===== src/rtl/sprite_pkg.sv =====
// Shared types and helpers for the sprite movement engine.
// Facing encoding matches the sprite ROM frame order.
package sprite_pkg;

    typedef enum logic [1:0] {
        DIR_DOWN  = 2'd0,
        DIR_LEFT  = 2'd1,
        DIR_UP    = 2'd2,
        DIR_RIGHT = 2'd3
    } dir_t;

    // Signed step with saturation to [0, maxv]; int gives headroom for underflow.
    function automatic int sat_step(
        input int   pos,
        input logic inc,
        input logic dec,
        input int   step,
        input int   maxv
    );
        int v;
        v = pos;
        if (inc && !dec)
            v = pos + step;
        else if (dec && !inc)
            v = pos - step;
        if (v < 0)
            v = 0;
        else if (v > maxv)
            v = maxv;
        return v;
    endfunction

endpackage


===== src/rtl/sprite_anim.sv =====
// Frame-clock synchroniser, move-tick divider and walk-cycle step counter.
// The tick is a single Clk pulse on every FRAME_DIV-th frame edge.
module sprite_anim #(
    parameter int FRAME_DIV   = 4,
    parameter int WALK_FRAMES = 3,
    parameter int SW          = 1
) (
    input  logic          i_clk,
    input  logic          i_rst_n,
    input  logic          i_frame_clk,
    input  logic          i_moving_next,
    output logic          o_tick,
    output logic [SW-1:0] o_step
);

    localparam int DW = (FRAME_DIV > 1) ? $clog2(FRAME_DIV) : 1;

    logic [2:0]    r_sync;
    logic [DW-1:0] r_div;
    logic [SW-1:0] r_step;
    logic          w_edge;
    logic          w_tick;

    assign w_edge = r_sync[1] & ~r_sync[2];
    assign w_tick = w_edge && (r_div == DW'(FRAME_DIV - 1));

    always_ff @(posedge i_clk or negedge i_rst_n) begin
        if (!i_rst_n) begin
            r_sync <= '0;
            r_div  <= '0;
            r_step <= '0;
        end else begin
            r_sync <= {r_sync[1:0], i_frame_clk};
            if (w_edge)
                r_div <= w_tick ? '0 : r_div + DW'(1);
            if (w_tick) begin
                if (!i_moving_next)
                    r_step <= '0;
                else if (r_step == SW'(WALK_FRAMES - 2))
                    r_step <= '0;
                else
                    r_step <= r_step + SW'(1);
            end
        end
    end

    assign o_tick = w_tick;
    assign o_step = r_step;

endmodule


===== src/rtl/sprite_mover.sv =====
// Sprite position, facing and walk-animation engine with a registered
// sprite-ROM address for the pixel currently being drawn.
module sprite_mover
    import sprite_pkg::*;
#(
    parameter int X_W         = 9,
    parameter int Y_W         = 9,
    parameter int SCREEN_W    = 320,
    parameter int SCREEN_H    = 240,
    parameter int WIDTH       = 18,
    parameter int HEIGHT      = 20,
    parameter int STEP        = 3,
    parameter int FRAME_DIV   = 4,
    parameter int WALK_FRAMES = 3,
    parameter int START_X     = 151,
    parameter int START_Y     = 110,
    parameter int ADDR_W      = 13
) (
    input  logic              Clk,
    input  logic              Reset_n,
    input  logic              frame_clk,
    input  logic              req_up,
    input  logic              req_down,
    input  logic              req_left,
    input  logic              req_right,
    input  logic              blocked,
    input  logic [X_W-1:0]    PixelX,
    input  logic [Y_W-1:0]    PixelY,
    output logic              is_obj,
    output logic [ADDR_W-1:0] Obj_address,
    output logic [X_W-1:0]    Obj_X_Pos,
    output logic [Y_W-1:0]    Obj_Y_Pos,
    output logic [1:0]        Obj_Direction,
    output logic              moving
);

    localparam int AW1  = ADDR_W + 1;
    localparam int XMAX = SCREEN_W - WIDTH;
    localparam int YMAX = SCREEN_H - HEIGHT;
    localparam int SW   = (WALK_FRAMES > 2) ? $clog2(WALK_FRAMES - 1) : 1;

    logic [X_W-1:0]    r_x;
    logic [Y_W-1:0]    r_y;
    dir_t              r_dir;
    logic              r_moving;
    logic              r_is_obj;
    logic [ADDR_W-1:0] r_addr;

    logic              w_xp, w_xn, w_yp, w_yn;
    logic              w_moving_next;
    logic              w_tick;
    logic [SW-1:0]     w_step;
    dir_t              w_dir_next;
    logic [X_W-1:0]    w_nx;
    logic [Y_W-1:0]    w_ny;
    logic              w_inside;
    logic [AW1-1:0]    w_frame;
    logic [AW1-1:0]    w_addr;

    assign w_xp = req_right & ~req_left;
    assign w_xn = req_left & ~req_right;
    assign w_yp = req_down & ~req_up;
    assign w_yn = req_up & ~req_down;

    assign w_moving_next = (w_xp | w_xn | w_yp | w_yn) & ~blocked;

    // Horizontal request wins the facing on diagonals
    always_comb begin
        w_dir_next = r_dir;
        if (w_xp)
            w_dir_next = DIR_RIGHT;
        else if (w_xn)
            w_dir_next = DIR_LEFT;
        else if (w_yp)
            w_dir_next = DIR_DOWN;
        else if (w_yn)
            w_dir_next = DIR_UP;
    end

    assign w_nx = X_W'(sat_step(int'(r_x), w_xp, w_xn, STEP, XMAX));
    assign w_ny = Y_W'(sat_step(int'(r_y), w_yp, w_yn, STEP, YMAX));

    sprite_anim #(
        .FRAME_DIV   (FRAME_DIV),
        .WALK_FRAMES (WALK_FRAMES),
        .SW          (SW)
    ) u_anim (
        .i_clk         (Clk),
        .i_rst_n       (Reset_n),
        .i_frame_clk   (frame_clk),
        .i_moving_next (w_moving_next),
        .o_tick        (w_tick),
        .o_step        (w_step)
    );

    always_ff @(posedge Clk or negedge Reset_n) begin
        if (!Reset_n) begin
            r_x      <= X_W'(START_X);
            r_y      <= Y_W'(START_Y);
            r_dir    <= DIR_DOWN;
            r_moving <= 1'b0;
        end else if (w_tick) begin
            r_dir    <= w_dir_next;
            r_moving <= w_moving_next;
            if (w_moving_next) begin
                r_x <= w_nx;
                r_y <= w_ny;
            end
        end
    end

    assign w_inside =
        ({1'b0, PixelX} >= {1'b0, r_x}) &&
        ({1'b0, PixelX} < ({1'b0, r_x} + (X_W+1)'(WIDTH))) &&
        ({1'b0, PixelY} >= {1'b0, r_y}) &&
        ({1'b0, PixelY} < ({1'b0, r_y} + (Y_W+1)'(HEIGHT)));

    assign w_frame = AW1'(r_dir) * AW1'(WALK_FRAMES)
                   + (r_moving ? AW1'(w_step) + AW1'(1) : AW1'(0));

    assign w_addr = AW1'(PixelY - r_y) * AW1'(WIDTH)
                  + AW1'(PixelX - r_x)
                  + w_frame * AW1'(WIDTH * HEIGHT);

    always_ff @(posedge Clk or negedge Reset_n) begin
        if (!Reset_n) begin
            r_is_obj <= 1'b0;
            r_addr   <= '0;
        end else begin
            r_is_obj <= w_inside;
            r_addr   <= w_inside ? ADDR_W'(w_addr) : '0;
        end
    end

    assign is_obj        = r_is_obj;
    assign Obj_address   = r_addr;
    assign Obj_X_Pos     = r_x;
    assign Obj_Y_Pos     = r_y;
    assign Obj_Direction = r_dir;
    assign moving        = r_moving;

endmodule


===== config.mk =====
export PLATFORM = sky130hd
export DESIGN_NAME = sprite_mover
export DESIGN_NICKNAME = d
export VERILOG_FILES = /design/src/rtl/sprite_pkg.sv /design/src/rtl/sprite_anim.sv /design/src/rtl/sprite_mover.sv
export SDC_FILE = /design/constraint.sdc
export NUM_CORES = 1
export LEC_CHECK = 0
export BUFFER_PORTS_ARGS = -buffer_cell sky130_fd_sc_hd__buf_4
export CORE_UTILIZATION = 50
export CTS_CLUSTER_SIZE = 25
export DETAILED_ROUTE_END_ITERATION = 10
export GPL_TIMING_DRIVEN = 0
export HOLD_SLACK_MARGIN = 0.12
export PLACE_DENSITY = 0.7
export SETUP_SLACK_MARGIN = 0.5
export SLEW_MARGIN = 20
export SYNTH_ARGS = -nofsm -noshare
export SYNTH_HDL_FRONTEND = slang
export SYNTH_SLANG_ARGS = --single-unit

===== constraint.sdc =====
create_clock -name Clk -period 16.35 [get_ports Clk]
set_clock_uncertainty 0.15 [all_clocks]
set_input_delay 3.27 -clock Clk [delete_from_list [all_inputs] [get_ports Clk]]
set_output_delay 3.27 -clock Clk [all_outputs]
set_load 0.05 [all_outputs]

After elaboration in Yosys (flattened, before gate mapping) --
Cells that the tools add are included.
Word-level totals: flip-flop bits (word level) 41, word-level logic and storage cells 82, output and inout bits 35, input bits 26
Cells by class: $mul 3, bitwise gates (word level) 15, reductions and logical operators 15, $add $sub $neg 14, magnitude comparators 8, eq/ne operators 1, multiplexer cells 17
Operators by type and width (number):
- $mux W32 | 4
- $lt A32 B1 Y1 const B | 2
- $mux W9 | 4
- $gt A32 B10 Y1 const B | 1
- $gt A32 B9 Y1 const B | 1
- $add A13 B13 Y13 | 2
- $add A9 B2 Y10 const B | 2
- $add A9 B5 Y10 const B | 2
- $lt A9 B10 Y1 | 2
- $sub A9 B2 Y10 const B | 2
- $sub A9 B9 Y10 | 2
- $ge A9 B9 Y1 | 2
- $mul A14 B4 Y12 const B | 1
- $mux W13 | 1
- $mux W2 | 6
- $mul A5 B6 Y10 const B | 1
- $logic_and A1 B1 Y1 | 8
- $and A1 B1 Y1 | 6
- $not A1 Y1 | 6
- $add A4 B2 Y5 | 1
- $logic_not A1 Y1 | 4
- $mul A2 B2 Y4 const B | 1
- $reduce_and A2 Y1 | 2
- $reduce_bool A4 Y1 | 1
- 6 further kinds | 9

Logic depth before layout (Yosys ltp) --
Gate-level depths: netlist of run 1.
depth in word-level cells 9, mapped depth 25

Cells and area by module --
From an unflattened synthesis of run 1, not the netlist that was laid out.
Second synthesis, totals: cells, all modules 595, area total of the unflattened synthesis 5247.5 um2
By module, submodules not included:
- sprite_mover | cells each 580, area each 5008.6 um2, seq. area each 888.4 um2, instances 1
- sprite_anim | cells each 15, area each 239.0 um2, seq. area each 150.1 um2, instances 1

Worst setup path after synthesis of run 1 --
OpenSTA, ideal clock, no wires.
path kind input-to-reg, start point input PixelY[0], end point register r_addr[12] (netlist: Obj_address[12]), stages 24, path buffers 0, arrival time 7.752 ns, slack 8.376 ns, library setup time 0.072 ns, cell sequence inv_1 ha_1 inv_1 fa_1 a21o_1 a21oi_1 o21bai_1 a21oi_1 xnor2_1 ha_1 ha_1 nor2b_1 o21ai_0 nand2b_1 xnor2_1 fa_1 inv_1 ha_1 or3_1 a311oi_1 o31ai_1 xnor2_1 xnor3_1 nor2_1
Between the ends: cells in the longest elaborated chain, start to end 5
Ends and longest elaborated chain:
- from (decl) | line sprite_mover.sv:28 | input logic [Y_W-1:0] PixelY,
- $sub A9 B9 Y10 | line sprite_mover.sv:121 | assign w_addr = AW1'(PixelY - r_y) * AW1'(WIDTH)
- $mul A14 B4 Y12 | line sprite_mover.sv:121
- $add A13 B13 Y13 | line sprite_mover.sv:122 | + AW1'(PixelX - r_x)
- $add A13 B13 Y13 | line sprite_mover.sv:123 | + w_frame * AW1'(WIDTH * HEIGHT);
- $mux W13 * | line sprite_mover.sv:131 | r_addr <= w_inside ? ADDR_W'(w_addr) : '0;
- to (signal assigned) | line sprite_mover.sv:131
- to (decl) | line sprite_mover.sv:47 | logic [ADDR_W-1:0] r_addr;
Every way passes the cells marked *; elsewhere a longest branch is shown, timed or not. A chain may end at the register's enable or synchronous reset.

Worst setup path in the final report of run 1 --
Ends and elaborated chain as after synthesis.

==> results.md, run 1 <==
* Crit-path max FO at 6
* CTS max path bufs at 2
* Core Region at 0.009910 mm^2
* Drt drc at 0
* Vias in the first global route at 4334
* Num CTS Buffers at 5
* Clk sinks at 41
* Final min period at 8.380 ns
* Finished Core Util at 59.48%
* Max_cap viols at 0
* First-pass GRT wire length at 20.60 mm
* DRT Wirelength at 12.22 mm
* Fin cells at 799
* Initial Util at 52.20%
* Overall Global Routing Usage at 23.64%
* Clock Pin Slew Worst Setup and Hold Paths at 0.09 ns
* Placed insts at 791
* Final setup margin at 7.970 ns
* R2R Setup Slk at 10.48 ns
* CTS Hold Bufs at 0
* Setup TNS at 0 ns
* Row count at 36
* Final nets at 797
* Reg2reg path depth at 21
* Clock Latency Late Sink at 0.32 ns
* Ys flop type: dfrtp_1
* Cells after Synth at 598
* Final number of setup-violating endpoints at 0
* TritonCTS clock tree: done
* Die area at 0.01076 mm^2
* Sequential area share after synthesis at 20.08%
* Worst R2R Start: Obj_Direction[0]$_DFFE_PN0P_
* Share of layout cells above drive strength 1 at 14.26%
* Distinct cells, synth at 66
* Syn Nets at 730
* Achievable Freq at 0.1193 GHz
* Yosys warns at 0
* Max-slew violation count at 0
* Crit. End Element: register
* Critical path class: input pin to register
* Ports at 61
* DR vias/cell at 5.645
* Post-synth EDFFs at 0
* Relative slew slack at 35.71%
* Diodes inserted at 0
* Worst Path Required at 16.46 ns
* Status: finished, final reports clean
* Crit path launch type: input pin
* Avg Inst Size Synth at 8.650 um^2
* WP data arrival at 8.49 ns
* Die Height at 103.7 um
* Hold crit path type: register to register
* Number of port buffers at 60
* Async set-or-reset flop fraction in the synthesized netlist at 100.0%
* Filler Cells Inserted at 935
* Final Cycle Share at 51.25%
* Mapped Area at 0.005172 mm^2
* Hold Violations, Final at 0
* Post-CTS sizing at 0
* Die X at 103.7 um
* Worst r2r dst: Obj_address[12]$_DFF_PN0_
* HPWL after DPL at 9.807 mm
* Initial DRC Count at 124
* Initial antenna violation count at 0
* Crit. Startpoint: PixelY[0]
* GP Congestion at 0.8584
* Worst setup path endpoint: Obj_address[12]$_DFF_PN0_
* Routed WL per cell at 15.29 um
* Worst slew pin tran at 0.9570 ns
* Place WS at 7.663 ns
* Total congestion overflow at 0
* Area growth from synthesis to layout at 13.96%
* DRT Pass-1 Iters at 4
* Post-CTS Setup Inserts at 0
* H-tree levels at 2
* Via Count at 4510
* RSZ-0062 raised after global routing: false
* Root Buffer: clkbuf_8
* #FFs+latches synth at 41
* DRT antenna net count at 0
* Largest net degree at the start of global routing at 42
==> synthesized netlist by cell type (9+ instances only) <==
cell type | instances | area [um^2]
inv_1 | 70 | 262.8
clkbuf_1 | 13 | 48.80
dfrtp_1 | 31 | 775.7
nand4_1 | 9 | 56.30
nor2b_1 | 15 | 93.84
xor2_1 | 15 | 131.4
nor2_1 | 40 | 150.1
xnor2_1 | 40 | 350.3
dfstp_2 | 10 | 262.8
a21oi_1 | 31 | 155.2
fa_1 | 18 | 360.4
a21o_1 | 14 | 105.1
or3_1 | 9 | 56.30
nand2_1 | 32 | 120.1
nor3_1 | 18 | 90.09
o21ai_0 | 39 | 195.2
ha_1 | 88 | 1101
==> routing by layer <==
metal / vias up / share of wire (%) / global-route usage, %
met5: - / 0 / 0
met4: 0 / 1.7 / 7.245
met3: 19 / 4.3 / 3.272
met2: 98 / 47 / 39.55
met1: 2148 / 47 / 31.68
li1: 2245 / - / -
==> worst min path at each step <==
stage	start	cells after the start	end
after detailed placement	u_anim.r_sync[0]$_DFF_PN0_	0	u_anim.r_sync[1]$_DFF_PN0_
after CTS	u_anim.r_sync[0]$_DFF_PN0_	0	u_anim.r_sync[1]$_DFF_PN0_
after global placement	u_anim.r_sync[0]$_DFF_PN0_	0	u_anim.r_sync[1]$_DFF_PN0_
final	u_anim.r_sync[0]$_DFF_PN0_	0	u_anim.r_sync[1]$_DFF_PN0_
after floorplan	u_anim.r_sync[0]$_DFF_PN0_	0	u_anim.r_sync[1]$_DFF_PN0_
after global routing	u_anim.r_sync[0]$_DFF_PN0_	0	u_anim.r_sync[1]$_DFF_PN0_
==> logic make-up (layout without fill, tap and decap cells) <==
| group | count (synthesis) | in the layout | share of synthesized area [%] |
|---|---|---|---|
| adders and majority gates | 106 | 106 | 28.25 |
| muxes | 4 | 4 | 0.8466 |
| AOI/OAI and AO/OA | 143 | 143 | 18.36 |
| and+or+nand+nor | 158 | 158 | 15.48 |
| buffers and inverters | 88 | 156 | 6.483 |
| DFF | 41 | 41 | 20.08 |
| xor gates and xnor gates | 58 | 58 | 10.50 |
==> state kept, by name (all words and copies together), names as in the netlist <==
signal / cells
Obj_X_Pos: 9
Obj_Y_Pos: 9
Obj_address: 13
moving: 1
u_anim.r_sync: 3
is_obj: 1
Obj_Direction: 2
u_anim.r_div: 2
u_anim.o_step: 1
==> layout by cell type (no fill, tap or decap), types with 3 or more instances in the layout <==
cell type   n
ha_1       88
inv_1      70
buf_4      60
xnor2_1    40
nor2_1     40
o21ai_0    39
nand2_1    32
dfrtp_1    31
a21oi_1    31
nor3_1     18
fa_1       18
nor2b_1    15
xor2_1     15
a21o_1     14
clkbuf_1   13
dfstp_2    10
nand4_1     9
or3_1       9
clkbuf_8    7
nand2b_1    6
o21a_1      6
a31oi_1     6
nor4_1      6
nand3_1     5
o31ai_1     5
buf_2       4
o22ai_1     4
a211oi_1    3
nor3b_1     3
nand3b_1    3
o211ai_1    3
mux2_2      3
==> cell type report <==
type | instances | area (um^2) | area share (%)
plain buffers | 17 | 68.82 | 1.167
clock buffers | 7 | 96.34 | 1.634
clock inverters | 1 | 8.758 | 0.1486
inverters | 71 | 266.5 | 4.521
multi-input cells | 469 | 3799 | 64.44
flip-flops and latches | 41 | 1039 | 17.62
well taps | 133 | 166.4 | 2.823
repair buffers | 60 | 450.4 | 7.642
==> per-stage QoR <==
step | area (um^2) | hold WS [ns]
after floorplan | 5172 | 0.1812
after global placement | 5789 | 0.1835
after detailed placement | 5789 | 0.1887
after CTS | 5894 | 0.2105
after global routing | 5894 | 0.2158
final | 5894 | 0.2216
==> worst max-delay path, stage by stage <==
cell and delay, ns:
buf_4 0.11, inv_1 0.07, ha_1 0.16, inv_1 0.05, fa_1 0.42, a21o_1 0.20
a21oi_1 0.29, o21bai_1 0.11, a21oi_1 0.18, xnor2_1 0.20, ha_1 0.29, ha_1 0.33
nor2b_1 0.14, o21ai_0 0.16, nand2b_1 0.11, xnor2_1 0.16, fa_1 0.51, inv_1 0.05
ha_1 0.25, or3_1 0.37, a311oi_1 0.41, o31ai_1 0.17, xnor2_1 0.17, xnor3_1 0.22
nor2_1 0.08
Power of run 1 is left out: the tool's default activity adds up to more than one toggle a clock period on the data nets, which glitch-free logic cannot reach.
==> run 2, diff against run 1 <==
ABC_AREA = 1   (was unset)
PLACE_DENSITY = 0.73   (was 0.7)
clock period = 7.37 ns   (was 16.35 ns; I/O delays follow)
==> run 2 against run 1 <==
  * Cell count up 20%
  * Wire length down 1.3%
  * Clock-buffer cell count fell by 1
  * Setup slack got worse by 6.5 ns
  * Register-to-register slack got worse by 8.8 ns
  * Area after synthesis is 4.5% higher
  * Sequential share of layout area decreased by 0.64 points
  * Non-clock buffer count is 7 lower
  * Die area increased by 4.4%
  * Critical path depth rose by 1
  * Highest routed layer unchanged
  * Design area is 3.8% higher
  * Global-route usage decreased by 1.1 points
==> results.md, run 2 <==
* Status: finished, final reports clean
* Most common cell after layout, fill and taps aside: nand2_1
* Crit. End Element: register
* DRT antenna net count at 0 (unchanged)
* DR vias/cell at 5.146 (-8.8%)
* Core Region at 0.01042 mm^2 (+5.1%)
* Multi-input logic area at 0.003792 mm^2 (-0.16%)
* Max_cap viols at 0 (unchanged)
* Critical path class: input pin to register
* TritonCTS clock tree: done
* Diodes inserted at 0 (unchanged)
* Max FFs per register at 13 (unchanged)
* Async set-or-reset flop fraction in the synthesized netlist at 100.0% (unchanged)
* Ys flop type: dfrtp_1
* First-pass GRT wire length at 20.91 mm (+1.5%)
* H-tree levels at 2 (unchanged)
* Most frequent cell after synthesis: nand2_1
* Critical Path Most Common Cell: nand2_1
* Initial DRC Count at 136 (+9.7%)
* DRT Wirelength at 12.05 mm (-1.3%)
* Die Height at 106.0 um (+2.2%)
* Most frequent cells in the layout: 177 x nand2_1, 135 x inv_1, 88 x ha_1
* Largest cells by area after synthesis: ha_1 20%, dfrtp_1 14%, nand2_1 12%, inv_1 9.4%, fa_1 6.7%
* Sequential area share after synthesis at 19.21% (-0.86 points)
* Post-CTS sizing at 0 (unchanged)
* Root Buffer: clkbuf_8
* Ports at 61 (unchanged)
* WP data arrival at 6.00 ns (-2.49 ns)
* Distinct cells, synth at 39 (-41%)
* Cells after Synth at 759 (+27%)
* GP Congestion at 0.8758 (+2.0%)
* HPWL after DPL at 10.07 mm (+2.7%)
* Worst slew pin tran at 0.5558 ns (-0.4011 ns)
* Clk sinks at 41 (unchanged)
* Hold Violations, Final at 0 (unchanged)
* Num CTS Buffers at 5 (unchanged)
* Die area at 0.01123 mm^2 (+4.4%)
* Share of layout cells above drive strength 1 at 12.35% (-1.9 points)
* Hold crit path type: register to register
* Yosys warns at 0 (unchanged)
* Area growth from synthesis to layout at 13.15%
* Worst Path Required at 7.44 ns (-9.02 ns)
* Number of port buffers at 60 (unchanged)
* Initial Util at 51.89% (-0.31 points)
* Setup TNS at 0 ns (unchanged)
* Clock Latency Late Sink at 0.29 ns (-0.03 ns)
* Filler Cells Inserted at 967 (+3.4%)
* Reg area at 0.001039 mm^2 (unchanged)
* Syn Nets at 891 (+22%)
* CTS Hold Bufs at 0 (unchanged)
* Post-CTS Setup Inserts at 0 (unchanged)
* Post-synth EDFFs at 0 (unchanged)
* Synth top cells by count: 177 x nand2_1, 135 x inv_1, 88 x ha_1
* Die X at 106.0 um (+2.2%)
* Leading area contributor after synthesis: ha_1
* Crit path launch type: input pin
* Slowest-stage cell, CP: fa_1
* CTS max path bufs at 2 (unchanged)
* CP peak stage delay at 0.47 ns (-0.04 ns)
* Initial antenna violation count at 0 (unchanged)
* Vias in the first global route at 4750 (+9.6%)
* Avg Inst Size Synth at 7.121 um^2 (-18%)
* #FFs+latches synth at 41 (unchanged)
* Relative slew slack at 62.94% (+27 points)
* Post-synth top area share at 20.37% (-0.92 points)
* Final min period at 5.927 ns
* Buffers and inverters on the worst path at 2 (-2)
* Overall Global Routing Usage at 22.58% (-1.1 points)
* Final number of setup-violating endpoints at 0 (unchanged)
* Routed WL per cell at 12.53 um (-18%)
* Final Cycle Share at 80.41%
* Final nets at 958 (+20%)
* RSZ-0062 raised after global routing: false
* Clock Pin Slew Worst Setup and Hold Paths at 0.08 ns (about the same)
* Drt drc at 0 (unchanged)
* Total congestion overflow at 0 (unchanged)
* CP top delay family: adder cells
* Largest net degree at the start of global routing at 42 (unchanged)
* DRT Pass-1 Iters at 4 (unchanged)
* Row count at 37 (+2.8%)
* Max-slew violation count at 0 (unchanged)
* Crit-path max FO at 7 (+1)
* Via Count at 4950 (+9.8%)
* Achievable Freq at 0.1687 GHz
* Mapped Area at 0.005405 mm^2 (+4.5%)
-- run 2: worst paths after layout --
kind / startpoint / endpoint / slack, ns / depth (start not counted)
worst max-delay path: PixelY[2] / Obj_address[12]$_DFF_PN0_ / 1.44 / 26
worst min-delay path: u_anim.r_sync[0]$_DFF_PN0_ / u_anim.r_sync[1]$_DFF_PN0_ / 0.21 / 0
worst max register to register: Obj_Direction[0]$_DFFE_PN0P_ / Obj_address[12]$_DFF_PN0_ / 1.70 / 24
worst min register to register: u_anim.r_sync[0]$_DFF_PN0_ / u_anim.r_sync[1]$_DFF_PN0_ / 0.21 / 0
max in group asynchronous: Reset_n / Obj_X_Pos[7]$_DFFE_PN1P_ / 5.66 / 1
min in group asynchronous: Reset_n / Obj_address[12]$_DFF_PN0_ / 1.02 / 1
-- run 2: through the flow --
| stage | cell area, um^2 | worst slack [ns] | util (%) | std cells | hold WS (ns) |
|---|---|---|---|---|---|
| 6_report | 6116 | 1.443 | 58.71 | 962 | 0.2076 |
| 5_1_grt | 6116 | 0.9186 | 58.71 | 962 | 0.2140 |
| 4_1_cts | 6116 | 1.492 | 58.71 | 962 | 0.2120 |
| 3_5_place_dp | 6026 | 1.192 | 57.85 | 955 | 0.1873 |
| 3_3_place_gp | 6026 | 1.253 | 57.85 | 955 | 0.1896 |
| 2_1_floorplan | 5405 | 1.770 | - | 759 | 0.1812 |
-- run 2: cell type report --
| cell class | instances | area share (%) |
|---|---|---|
| timing repair buffer | 60 | 7.365 |
| clock buffer | 6 | 1.350 |
| clock inverter | 1 | 0.1227 |
| inverter | 138 | 8.470 |
| multi-input combinational | 570 | 62.01 |
| sequential | 41 | 16.98 |
| tap | 136 | 2.782 |
| buffer | 10 | 0.9206 |
-- run 2: routing by layer --
layer	vias to the layer above	GRT usage, %	wire (um)
met5	-	0	0
met4	0	4.167	126
met3	12	3.066	309
met2	80	40.24	5781
met1	2296	29.29	5837
li1	2562	-	-
-- run 2: worst register-to-register path: stages (launching register included) --
cell and delay (ns):
dfrtp_1 0.41, inv_1 0.10, fa_1 0.54, inv_1 0.04
ha_1 0.19, fa_1 0.52, ha_1 0.32, inv_1 0.05
fa_1 0.52, inv_1 0.04, ha_1 0.34, a21oi_1 0.23
a21oi_1 0.09, o21ai_0 0.20, xnor2_1 0.19, fa_1 0.47
ha_1 0.35, nand2_1 0.09, nor3_1 0.25, nand2_1 0.09
o211ai_1 0.09, a31oi_1 0.08, nand3_1 0.11, nand2_1 0.05
nor2_1 0.08
-- run 2: cell families after synthesis --
family | Yosys count | share of synthesized area, %
AND/OR/NAND/NOR | 325 | 25.90
buffers and inverters | 148 | 10.63
adder cells (fa/ha/maj) | 106 | 27.04
flip-flops | 41 | 19.21
AO/OA/AOI/OAI | 88 | 8.958
XOR/XNOR | 51 | 8.264
Power of run 2 is left out for the same reason.
==> run 3, diff against run 2 <==
ABC_AREA = 0   (was 1)
PLACE_DENSITY = 0.7   (was 0.73)
clock period = 5.6 ns   (was 7.37 ns; I/O delays follow)
==> run 3 against run 2 <==
  * Worst hold slack lost 0.0015 ns
  * The flow now finishes with violations (setup timing)
  * Critical path depth is 3 lower
  * Via count fell by 6.9%
  * Die area decreased by 4.2%
  * Largest cell class unchanged
  * Design area increased by 3.5%
  * Cell count down 16%
  * Register-to-register slack worse by 1.6 ns
  * Global-route usage rose by 1.3 points
  * Clock-buffer cell count increased by 1
  * Wire length increased by 5.4%
  * Setup slack worse by 1.4 ns
  * Sequential cell count did not move
==> results.md, run 3 (synthesized netlist as in run 1, its figures left out) <==
* Status: finished with violations
* Violated checks: setup timing
* Die X at 103.7 um (-2.1%)
* Clk sinks at 41 (unchanged)
* GP Congestion at 0.9128 (+4.2%)
* DRT Pass-1 Iters at 4 (unchanged)
* WP data arrival at 5.68 ns (-0.32 ns)
* Total congestion overflow at 0 (unchanged)
* Final setup margin at -0.0004943 ns (-1.444 ns)
* Buffers and inverters on the worst path at 3 (+1)
* Largest net degree at the start of global routing at 42 (unchanged)
* First-pass GRT wire length at 20.87 mm (-0.20%)
* Top routing layer used: met4
* Max_cap viols at 0 (unchanged)
* Filler Cells Inserted at 837 (-13%)
* Critical path class: input pin to register
* Wl on met1 at 5.933 mm (+1.6%)
* Relative slew slack at 47.70% (-15 points)
* Met3 WL at 519 um (+68%)
* Row count at 36 (-2.7%)
* Routed WL per cell at 15.64 um (+25%)
* H-tree levels at 2 (unchanged)
* DRT antenna net count at 0 (unchanged)
* Ports at 61 (unchanged)
* Initial antenna violation count at 0 (unchanged)
* Initial DRC Count at 150 (+10%)
* Die Height at 103.7 um (-2.1%)
* Slowest-stage cell, CP: fa_1
* Initial Util at 52.20% (+0.31 points)
* Crit. End Element: register
* Drt drc at 0 (unchanged)
* Clock Pin Slew Worst Setup and Hold Paths at 0.08 ns (about the same)
* Final Cycle Share at 100.0%
* Share of layout cells above drive strength 1 at 22.97% (+11 points)
* TritonCTS clock tree: done
* Hold crit path type: register to register
* Most common cell after layout, fill and taps aside: ha_1
* Routed wl met2 at 6.095 mm (+5.4%)
* Root Buffer: clkbuf_8
* DR vias/cell at 5.672 (+10%)
* Hold Violations, Final at 0 (unchanged)
* Crit path launch type: input pin
* HPWL after DPL at 9.780 mm (-2.9%)
* Achievable Freq at 0.1786 GHz
* Worst Path Required at 5.68 ns (-1.76 ns)
* Vias in the first global route at 4399 (-7.4%)
* Overall Global Routing Usage at 23.87% (+1.3 points)
* Diodes inserted at 0 (unchanged)
* Number of port buffers at 60 (unchanged)
* Post-place instance area at 0.005881 mm^2 (-2.4%)
* Area growth from synthesis to layout at 22.42%
* Max FFs per register at 13 (unchanged)
* Via Count at 4606 (-6.9%)
* Num CTS Buffers at 5 (unchanged)
* Final nets at 810 (-15%)
* DRT Wirelength at 12.70 mm (+5.4%)
* Worst slew pin tran at 0.7779 ns (+0.2221 ns)
* Clock Latency Late Sink at 0.31 ns (+0.02 ns)
* Core Region at 0.009910 mm^2 (-4.9%)
* Critical Path, Cell by Cell: buf_4 > ha_1 > nor2b_1 > o21ai_1 > a21oi_2 > nor2_2 > xnor2_2 > and2_4 > or2_4 > inv_1 > ha_1 > a21o_1 > a21oi_4 > xor2_2 > fa_1 > inv_1 > ha_4 > or3_4 > a311oi_4 > o31ai_2 > xnor2_1 > xnor3_1 > nor2_1
* Final min period at 5.600 ns
* Final number of setup-violating endpoints at 1 (+1)
* CTS max path bufs at 2 (unchanged)
* Crit-path max FO at 3 (-4)
* Die area at 0.01076 mm^2 (-4.2%)
* Final design area excluding fillers at 0.006332 mm^2 (+3.5%)
* Most frequent cells in the layout: 78 x ha_1, 69 x buf_4, 65 x inv_1
* CP top delay family: adder cells
* RSZ-0062 raised after global routing: true
* Max-slew violation count at 0 (unchanged)
* CP peak stage delay at 0.57 ns (+0.10 ns)
## run 3: cell types whose count changed in the layout (fill, tap and decap cells not counted), moves of 17 or more
cell / delta
inv_1: -70
nand2_1: -145
nand3_1: -44
nor2_1: -17
xnor2_1: +23
xor2_1: -26
## run 3: worst reg2reg max path: stages, from the launching register on
cell and delay (ns):
dfrtp_2 0.41, inv_1 0.07, fa_1 0.53, inv_1 0.04, ha_1 0.21, fa_2 0.48, ha_1 0.29, inv_1 0.05
fa_1 0.52, inv_1 0.05, ha_1 0.33, a21oi_2 0.18, xor2_1 0.10, fa_1 0.50, inv_2 0.05, ha_4 0.16
or3_4 0.34, a311oi_4 0.33, o31ai_2 0.12, xnor2_1 0.19, xnor3_1 0.23, nor2_1 0.09
## run 3: timing repair
item	in CTS	in global routing
hold buffers	0	0
pin swaps	29	16
resized for setup	25	28
setup buffers	12	1
endpoints found under the setup margin	5	5
## run 3: cell type report
class	count	area, um^2	area share [%]
repair buffers	73	571.8	9.030
plain buffers	17	68.82	1.087
clock buffers	7	76.32	1.205
well taps	133	166.4	2.628
multi-input cells	469	4111	64.93
clock inverters	1	8.758	0.1383
inverters	71	286.5	4.525
flip-flops and latches	41	1042	16.46
## run 3: metal layers
layer  up-vias  GRT usage, %
met3        12         3.335
met5         -             0
li1       2265             -
met1      2223         32.27
met4         0         6.531
met2       106         39.93
## run 3: worst paths after layout
check / from / end / slack, ns / cells past startpoint
worst max register to register: Obj_Direction[0]$_DFFE_PN0P_ / Obj_address[12]$_DFF_PN0_ / 0.14 / 21
worst max-delay path: PixelY[1] / Obj_address[12]$_DFF_PN0_ / -0.0005 / 23
max in group asynchronous: Reset_n / Obj_Direction[0]$_DFFE_PN0P_ / 4.22 / 1
min in group asynchronous: Reset_n / Obj_address[7]$_DFF_PN0_ / 0.65 / 1
worst min register to register: u_anim.r_sync[0]$_DFF_PN0_ / u_anim.r_sync[1]$_DFF_PN0_ / 0.21 / 0
worst min-delay path: u_anim.r_sync[0]$_DFF_PN0_ / u_anim.r_sync[1]$_DFF_PN0_ / 0.21 / 0
## run 3: per-stage QoR
step	utilization [%]	cells	setup WS, ns	TNS, ns	hold slack, ns
after global routing	63.90	812	-0.1650	-0.2112	0.2219
final	63.90	812	-0.0004943	-0.0004943	0.2061
after global placement	59.34	791	-0.3801	-0.4255	0.1839
after floorplan	-	598	0.1420	0	0.1812
after detailed placement	59.34	791	-0.4712	-0.5667	0.1886
after CTS	62.44	811	0.07988	0	0.2094
Power of run 3 is left out for the same reason.
